`config.mk`:
```
export PLATFORM = sky130hd
export DESIGN_NAME = gpio_in_ip_flat
export DESIGN_NICKNAME = d
export VERILOG_FILES = /design/src/rtl/gpio_in_ip_if.sv /design/src/rtl/gpio_in_ip.sv /design/src/flat_wrapper.sv
export SDC_FILE = /design/constraint.sdc
export NUM_CORES = 1
export LEC_CHECK = 0
export ABC_AREA = 1
export CORE_UTILIZATION = 45
export DETAILED_ROUTE_END_ITERATION = 8
export PLACE_DENSITY = 0.63
export SYNTH_ARGS = -nofsm -noshare
export SYNTH_HDL_FRONTEND = slang
export SYNTH_SLANG_ARGS = --single-unit
```
`constraint.sdc`:
```
create_clock -name clk -period 1.8 [get_ports clk]
set_input_delay 0.54 -clock clk [delete_from_list [all_inputs] [get_ports clk]]
set_output_delay 0.54 -clock clk [all_outputs]
set_load 0.01 [all_outputs]
```
`src/rtl/gpio_in_ip_if.sv`:
```
// Register bus for gpio_in_ip: one-cycle wr_en/rd_en strobes, 2-bit word
// address, 32-bit write data and registered read data.
interface gpio_in_ip_if;
  logic        wr_en;
  logic        rd_en;
  logic [1:0]  addr;
  logic [31:0] wdata;
  logic [31:0] rdata;

  modport master (output wr_en, output rd_en, output addr, output wdata, input rdata);
  modport slave  (input wr_en, input rd_en, input addr, input wdata, output rdata);
endinterface

```
`src/rtl/gpio_in_ip.sv`:
```
// Memory-mapped GPIO input port: synchronizer, optional debounce
// (GPIO_IN_DEBOUNCE_EN), per-pin edge detect, W1C status and level irq.
module gpio_in_ip #(
  parameter int unsigned WIDTH           = 32,
  parameter int unsigned SYNC_STAGES     = 2,
  parameter int unsigned DEBOUNCE_CYCLES = 4
) (
  input  logic             clk,
  input  logic             resetn,
  gpio_in_ip_if.slave      bus,
  input  logic [WIDTH-1:0] gpio_in,
  output logic             irq
);

  typedef enum logic [1:0] {
    ADDR_DATA     = 2'd0,
    ADDR_IRQ_EN   = 2'd1,
    ADDR_EDGE_SEL = 2'd2,
    ADDR_STATUS   = 2'd3
  } reg_addr_e;

  // Arming also covers the debounce latency so pins high through reset stay quiet.
`ifdef GPIO_IN_DEBOUNCE_EN
  localparam int unsigned ARM_CYCLES = SYNC_STAGES + DEBOUNCE_CYCLES + 1;
`else
  localparam int unsigned ARM_CYCLES = SYNC_STAGES + 1;
`endif
  localparam int unsigned AW = $clog2(ARM_CYCLES + 1);

  logic [WIDTH-1:0] sync_q [SYNC_STAGES];
  logic [WIDTH-1:0] sync_d [SYNC_STAGES];
  logic [WIDTH-1:0] synced;
  logic [WIDTH-1:0] filtered;
  logic [WIDTH-1:0] prev_q, prev_d;
  logic [WIDTH-1:0] irq_en_q, irq_en_d;
  logic [WIDTH-1:0] edge_sel_q, edge_sel_d;
  logic [WIDTH-1:0] status_q, status_d;
  logic [WIDTH-1:0] events;
  logic [AW-1:0]    arm_q, arm_d;
  logic             armed;
  logic [31:0]      rdata_q, rdata_d;
  reg_addr_e        addr;

  assign addr   = reg_addr_e'(bus.addr);
  assign synced = sync_q[SYNC_STAGES-1];

  always_comb begin
    sync_d[0] = gpio_in;
    for (int unsigned i = 1; i < SYNC_STAGES; i++) begin
      sync_d[i] = sync_q[i-1];
    end
  end

`ifdef GPIO_IN_DEBOUNCE_EN
  localparam int unsigned CW = $clog2(DEBOUNCE_CYCLES) + 1;

  logic [CW-1:0]    cnt_q [WIDTH];
  logic [CW-1:0]    cnt_d [WIDTH];
  logic [WIDTH-1:0] filt_q, filt_d;

  // Accept synced on the D-th consecutive differing edge; any agreement restarts the count.
  always_comb begin
    filt_d = filt_q;
    for (int unsigned i = 0; i < WIDTH; i++) begin
      cnt_d[i] = '0;
      if (synced[i] != filt_q[i]) begin
        if (cnt_q[i] == CW'(DEBOUNCE_CYCLES - 1)) begin
          filt_d[i] = synced[i];
        end else begin
          cnt_d[i] = cnt_q[i] + 1'b1;
        end
      end
    end
  end

  always_ff @(posedge clk or negedge resetn) begin
    if (!resetn) begin
      filt_q <= '0;
      for (int unsigned i = 0; i < WIDTH; i++) begin
        cnt_q[i] <= '0;
      end
    end else begin
      filt_q <= filt_d;
      for (int unsigned i = 0; i < WIDTH; i++) begin
        cnt_q[i] <= cnt_d[i];
      end
    end
  end

  assign filtered = filt_q;
`else
  assign filtered = synced;
`endif

  assign armed  = (arm_q == AW'(ARM_CYCLES));
  assign events = armed ? (( filtered & ~prev_q & ~edge_sel_q) |
                           (~filtered &  prev_q &  edge_sel_q)) : '0;

  always_comb begin
    prev_d     = filtered;
    arm_d      = armed ? arm_q : arm_q + 1'b1;
    irq_en_d   = irq_en_q;
    edge_sel_d = edge_sel_q;
    status_d   = status_q;
    rdata_d    = rdata_q;

    if (bus.wr_en) begin
      case (addr)
        ADDR_IRQ_EN:   irq_en_d   = bus.wdata[WIDTH-1:0];
        ADDR_EDGE_SEL: edge_sel_d = bus.wdata[WIDTH-1:0];
        ADDR_STATUS:   status_d   = status_q & ~bus.wdata[WIDTH-1:0];
        default:       ;
      endcase
    end
    // New events override a same-cycle clear.
    status_d = status_d | events;

    if (bus.rd_en) begin
      rdata_d = '0;
      case (addr)
        ADDR_DATA:     rdata_d[WIDTH-1:0] = filtered;
        ADDR_IRQ_EN:   rdata_d[WIDTH-1:0] = irq_en_q;
        ADDR_EDGE_SEL: rdata_d[WIDTH-1:0] = edge_sel_q;
        ADDR_STATUS:   rdata_d[WIDTH-1:0] = status_q;
        default:       ;
      endcase
    end
  end

  always_ff @(posedge clk or negedge resetn) begin
    if (!resetn) begin
      for (int unsigned i = 0; i < SYNC_STAGES; i++) begin
        sync_q[i] <= '0;
      end
      prev_q     <= '0;
      arm_q      <= '0;
      irq_en_q   <= '0;
      edge_sel_q <= '0;
      status_q   <= '0;
      rdata_q    <= '0;
    end else begin
      for (int unsigned i = 0; i < SYNC_STAGES; i++) begin
        sync_q[i] <= sync_d[i];
      end
      prev_q     <= prev_d;
      arm_q      <= arm_d;
      irq_en_q   <= irq_en_d;
      edge_sel_q <= edge_sel_d;
      status_q   <= status_d;
      rdata_q    <= rdata_d;
    end
  end

  assign bus.rdata = rdata_q;
  assign irq       = |(status_q & irq_en_q);

endmodule

```
`src/flat_wrapper.sv`:
```
// flat-port wrapper written by rule: the top's interface ports become plain ports
module gpio_in_ip_flat 
#(
  parameter int unsigned WIDTH           = 32,
  parameter int unsigned SYNC_STAGES     = 2,
  parameter int unsigned DEBOUNCE_CYCLES = 4
)
  (clk, resetn, gpio_in, irq, bus_wr_en, bus_rd_en, bus_addr, bus_wdata, bus_rdata);
  gpio_in_ip_if bus_i ();
  input  logic clk;
  input  logic resetn;
  input  logic [WIDTH-1:0] gpio_in;
  output logic irq;
  input wire logic [$bits(bus_i.wr_en)-1:0] bus_wr_en;
  input wire logic [$bits(bus_i.rd_en)-1:0] bus_rd_en;
  input wire logic [$bits(bus_i.addr)-1:0] bus_addr;
  input wire logic [$bits(bus_i.wdata)-1:0] bus_wdata;
  output wire logic [$bits(bus_i.rdata)-1:0] bus_rdata;
  assign bus_i.wr_en = bus_wr_en;
  assign bus_i.rd_en = bus_rd_en;
  assign bus_i.addr = bus_addr;
  assign bus_i.wdata = bus_wdata;
  assign bus_rdata = bus_i.rdata;
  gpio_in_ip #(.WIDTH(WIDTH), .SYNC_STAGES(SYNC_STAGES), .DEBOUNCE_CYCLES(DEBOUNCE_CYCLES)) u_core (.clk(clk), .resetn(resetn), .bus(bus_i), .gpio_in(gpio_in), .irq(irq));
endmodule
```
==> impl_summary.md <==
Synth
For this run, the number of Yosys warnings is 0. The fraction of synthesis flops using an asynchronous set or reset pin is 1.00. The netlist uses 25 different library cells.

The gate count of the mapped netlist is 985. The leading register cell type out of synthesis is sky130_fd_sc_hd__dfrtp_1. The synthesized area per cell is 9.29 um2.

The cell area after synthesis is 9150 um2. The synthesized flop and latch total is 226. Counting flops with a built-in enable in the synthesized netlist gives 0. Synthesis produced a netlist with a net count of 1056. The proportion of synthesized chip area in sequential cells is 0.618.

STA
The total count of hold-check failures in the final report is 0. Derived from the worst setup path, the maximum achievable clock frequency is 478 MHz. The transition time at the pin with the least slew margin is 0.318 ns.

The worst slew margin relative to its limit is 0.788. Across all setup checks in the final design, the least slack found is -0.293 ns. The count of final max-slew check failures is 0. In the finished design, the share of the clock period the worst path needs comes to 1.16. The worst setup skew after layout is 0.00863 ns. Hold timing on the final database bottoms out at a slack of 0.347 ns.

The sum of negative setup slack is -0.293 ns. The number of setup violations in the final report is 1. Setup repair after global routing could not meet its margin everywhere. The clock period minus final worst setup slack is 2.09 ns.

Global routing
The overall fraction of global-route tracks in use is 0.216. The largest net degree at the start of global routing is 54. The via count of the first global-routing pass is 7173. The first global-routing pass estimated 35300 um of wire. The initial antenna violation count is 0. For this run the aggregate overflow at the end of global routing stands at 0.

Finish
From synthesis to final layout, the design area changed by 32.6%. The number of inserted filler cells in the final layout is 1673. The footprint of the multi-input gates is 3020 um2. The finished layout holds 1458 standard cells, fillers aside.

The library cells used most frequently in the layout, excluding fill and tap cells, are 332 x sky130_fd_sc_hd__nand2_1, 226 x sky130_fd_sc_hd__dfrtp_1, 83 x sky130_fd_sc_hd__buf_4, 73 x sky130_fd_sc_hd__inv_1, 68 x sky130_fd_sc_hd__clkdlybuf4s50_1. The layout net count is 1246. The antenna diode instance count is 0. In the final layout, the share of cells above drive strength 1 is 0.157. The library cell used most frequently in the layout, excluding fill and tap cells, is sky130_fd_sc_hd__nand2_1. In the final layout, flip-flops and latches occupy 5660 um2.

Routing
The routed layout has 7210 vias. The first routing iteration left 386 violations. The average vias per placed instance is 4.95. Dividing the detail-routed wire length by the instance count gives 14.3 um. The DRC violation count after routing is 0. The pre-antenna-repair detailed-routing pass consisted of 5 iterations. In this run the remaining antenna-violating nets after routing total 0. The total routed wirelength is 20900 um.

Clocking
The tree built by TritonCTS fans out to 226 sinks. The maximum number of buffers from clock root to sink is 3. For the worst-skew pair, the clock arrives at the later sink with an insertion delay of 0.51 ns. CTS built an H-tree with a depth of 1. The number of buffers created by CTS is 25.

Clock-pin slew was measured on the worst setup and hold paths at 0.06 ns. The clock tree root buffer cell is sky130_fd_sc_hd__clkbuf_16. The clock tree from TritonCTS is yes.

Setup path
The worst setup path is launched from a flip-flop. The highest net fanout along the worst path is 2. The required time of the worst setup path is 1.26 ns. The startpoint-to-endpoint class of the critical path is flip-flop to primary output. The worst endpoint data arrival time is 1.55 ns.

STA classifies the critical path endpoint as a primary output.

Die
The area of the core region is 19700 um2. The die span in y is 145 um. The width of the die is 145 um.

The I/O pin total is 103. The standard-cell row count is 51. The die covers 20900 um2. For this configuration, the core starts out at a cell density of 0.464.

Run
The total of max-cap violations is 0.

Placement
Detailed placement ended at an HPWL of 14200 um. The count of input and output buffers is 102. In this run, placement finished with an instance count of 1408.

Routability-driven placement finished with a final weighted congestion of 0.831.

Power and ir drop
VDD sags by at most 0.801 mV. Summed over all cells, the static leakage comes to 5.88 nW. In this run the power density over the cells is 1080 nW/um2.

Run status
The final reports fail on setup timing. The flow ran to the end, but the final reports show violations.

Min path
The tightest min-delay check is of the flip-flop to flip-flop type.
routing by layer:
layer  vias up  track usage  share of wire  wire length, um
met4         0       0.0476          0.017              346
li1       3579            -              -                -
met2       163        0.360           0.47             9870
met5         -            0              0                0
met1      3438        0.295           0.46             9610
met3        30       0.0381          0.050             1040
final timing paths:
check,depth (start not counted),start,slack [ns],to
worst min register to register,0,u_core.sync_d[30],0.35,u_core.filtered[30]
min in group asynchronous,2,resetn,0.49,u_core.filtered[22]
worst min-delay path,0,u_core.sync_d[30],0.35,u_core.filtered[30]
worst max register to register,4,u_core.arm_q[0],0.50,u_core.status_q[23]
worst max-delay path,7,u_core.status_q[0],-0.29,irq
max in group asynchronous,3,resetn,0.70,u_core.sync_d[12]
report_power, final:
group | total, mW | switching [mW] | internal, mW
combinational | 2.04 | 1.03 | 1.00
clock | 5.19 | 2.00 | 3.20
sequential | 5.90 | 0.300 | 5.60
cells by family after synthesis:
family | after synthesis | share of synthesized area
and+or+nand+nor | 439 | 0.189
DFF | 226 | 0.618
AOI/OAI and AO/OA | 199 | 0.131
buffers and inverters | 118 | 0.0589
xor gates and xnor gates | 1 | 0.000957
muxes | 1 | 0.00123
adders and majority gates | 1 | 0.00137
layout make-up:
type	count	area share
sequential	226	0.466
multi-input combinational	641	0.249
timing repair buffer	205	0.165
clock buffer	30	0.0547
tap	265	0.0273
inverter	76	0.0235
clock inverter	15	0.0148
stage by stage:
stage / setup slack, ns / power [mW] / instance area, um2 / util
6_report: -0.293 / 13.1 / 12100 / 0.616
5_1_grt: -0.422 / 13.8 / 12100 / 0.616
4_1_cts: -0.396 / 13.2 / 12100 / 0.612
3_5_place_dp: -0.248 / 8.04 / 11200 / 0.570
3_3_place_gp: -0.229 / 8.01 / 11200 / 0.570
2_1_floorplan: 0.479 / 6.94 / 9150 / -
critical path, cell delays in order, from the launching register on:
cell and delay (ns):
sky130_fd_sc_hd__dfrtp_1 0.39, sky130_fd_sc_hd__nand2_2 0.08, sky130_fd_sc_hd__nand2_2 0.07, sky130_fd_sc_hd__nor2_4 0.11
sky130_fd_sc_hd__nand2_2 0.07, sky130_fd_sc_hd__nor2_4 0.11, sky130_fd_sc_hd__nand2_2 0.08, sky130_fd_sc_hd__buf_6 0.12
sequential cells by signal, summed over array words and instances (netlist names):
signal	cells
u_core.arm_q	2
u_core.prev_q	32
u_core.irq_en_q	32
u_core.edge_sel_q	32
u_core.sync_d	32
u_core.filtered	32
u_core.bus.rdata	32
u_core.status_q	32
Yosys cell counts, drive strengths merged (16+ instances only):
| master | instances | share of area |
|---|---|---|
| nand2 | 341 | 0.14 |
| dfrtp | 226 | 0.62 |
| o21ai | 103 | 0.062 |
| inv | 76 | 0.031 |
| nor2 | 59 | 0.026 |
| a21oi | 32 | 0.017 |
| nand3 | 32 | 0.017 |
| buf | 26 | 0.021 |
| o211ai | 25 | 0.021 |
| o31ai | 25 | 0.021 |
| clkbuf | 16 | 0.0066 |
what timing repair did:
| action | in CTS | in global routing |
|---|---|---|
| gates resized for setup | 37 | 18 |
| hold endpoints to repair | 32 | 0 |
| hold buffers | 1 | 0 |
| endpoints found under the setup margin | 33 | 1 |
| pin swaps | 6 | 10 |
| setup buffers | 2 | 2 |
Power figures use the tool's default switching activity.
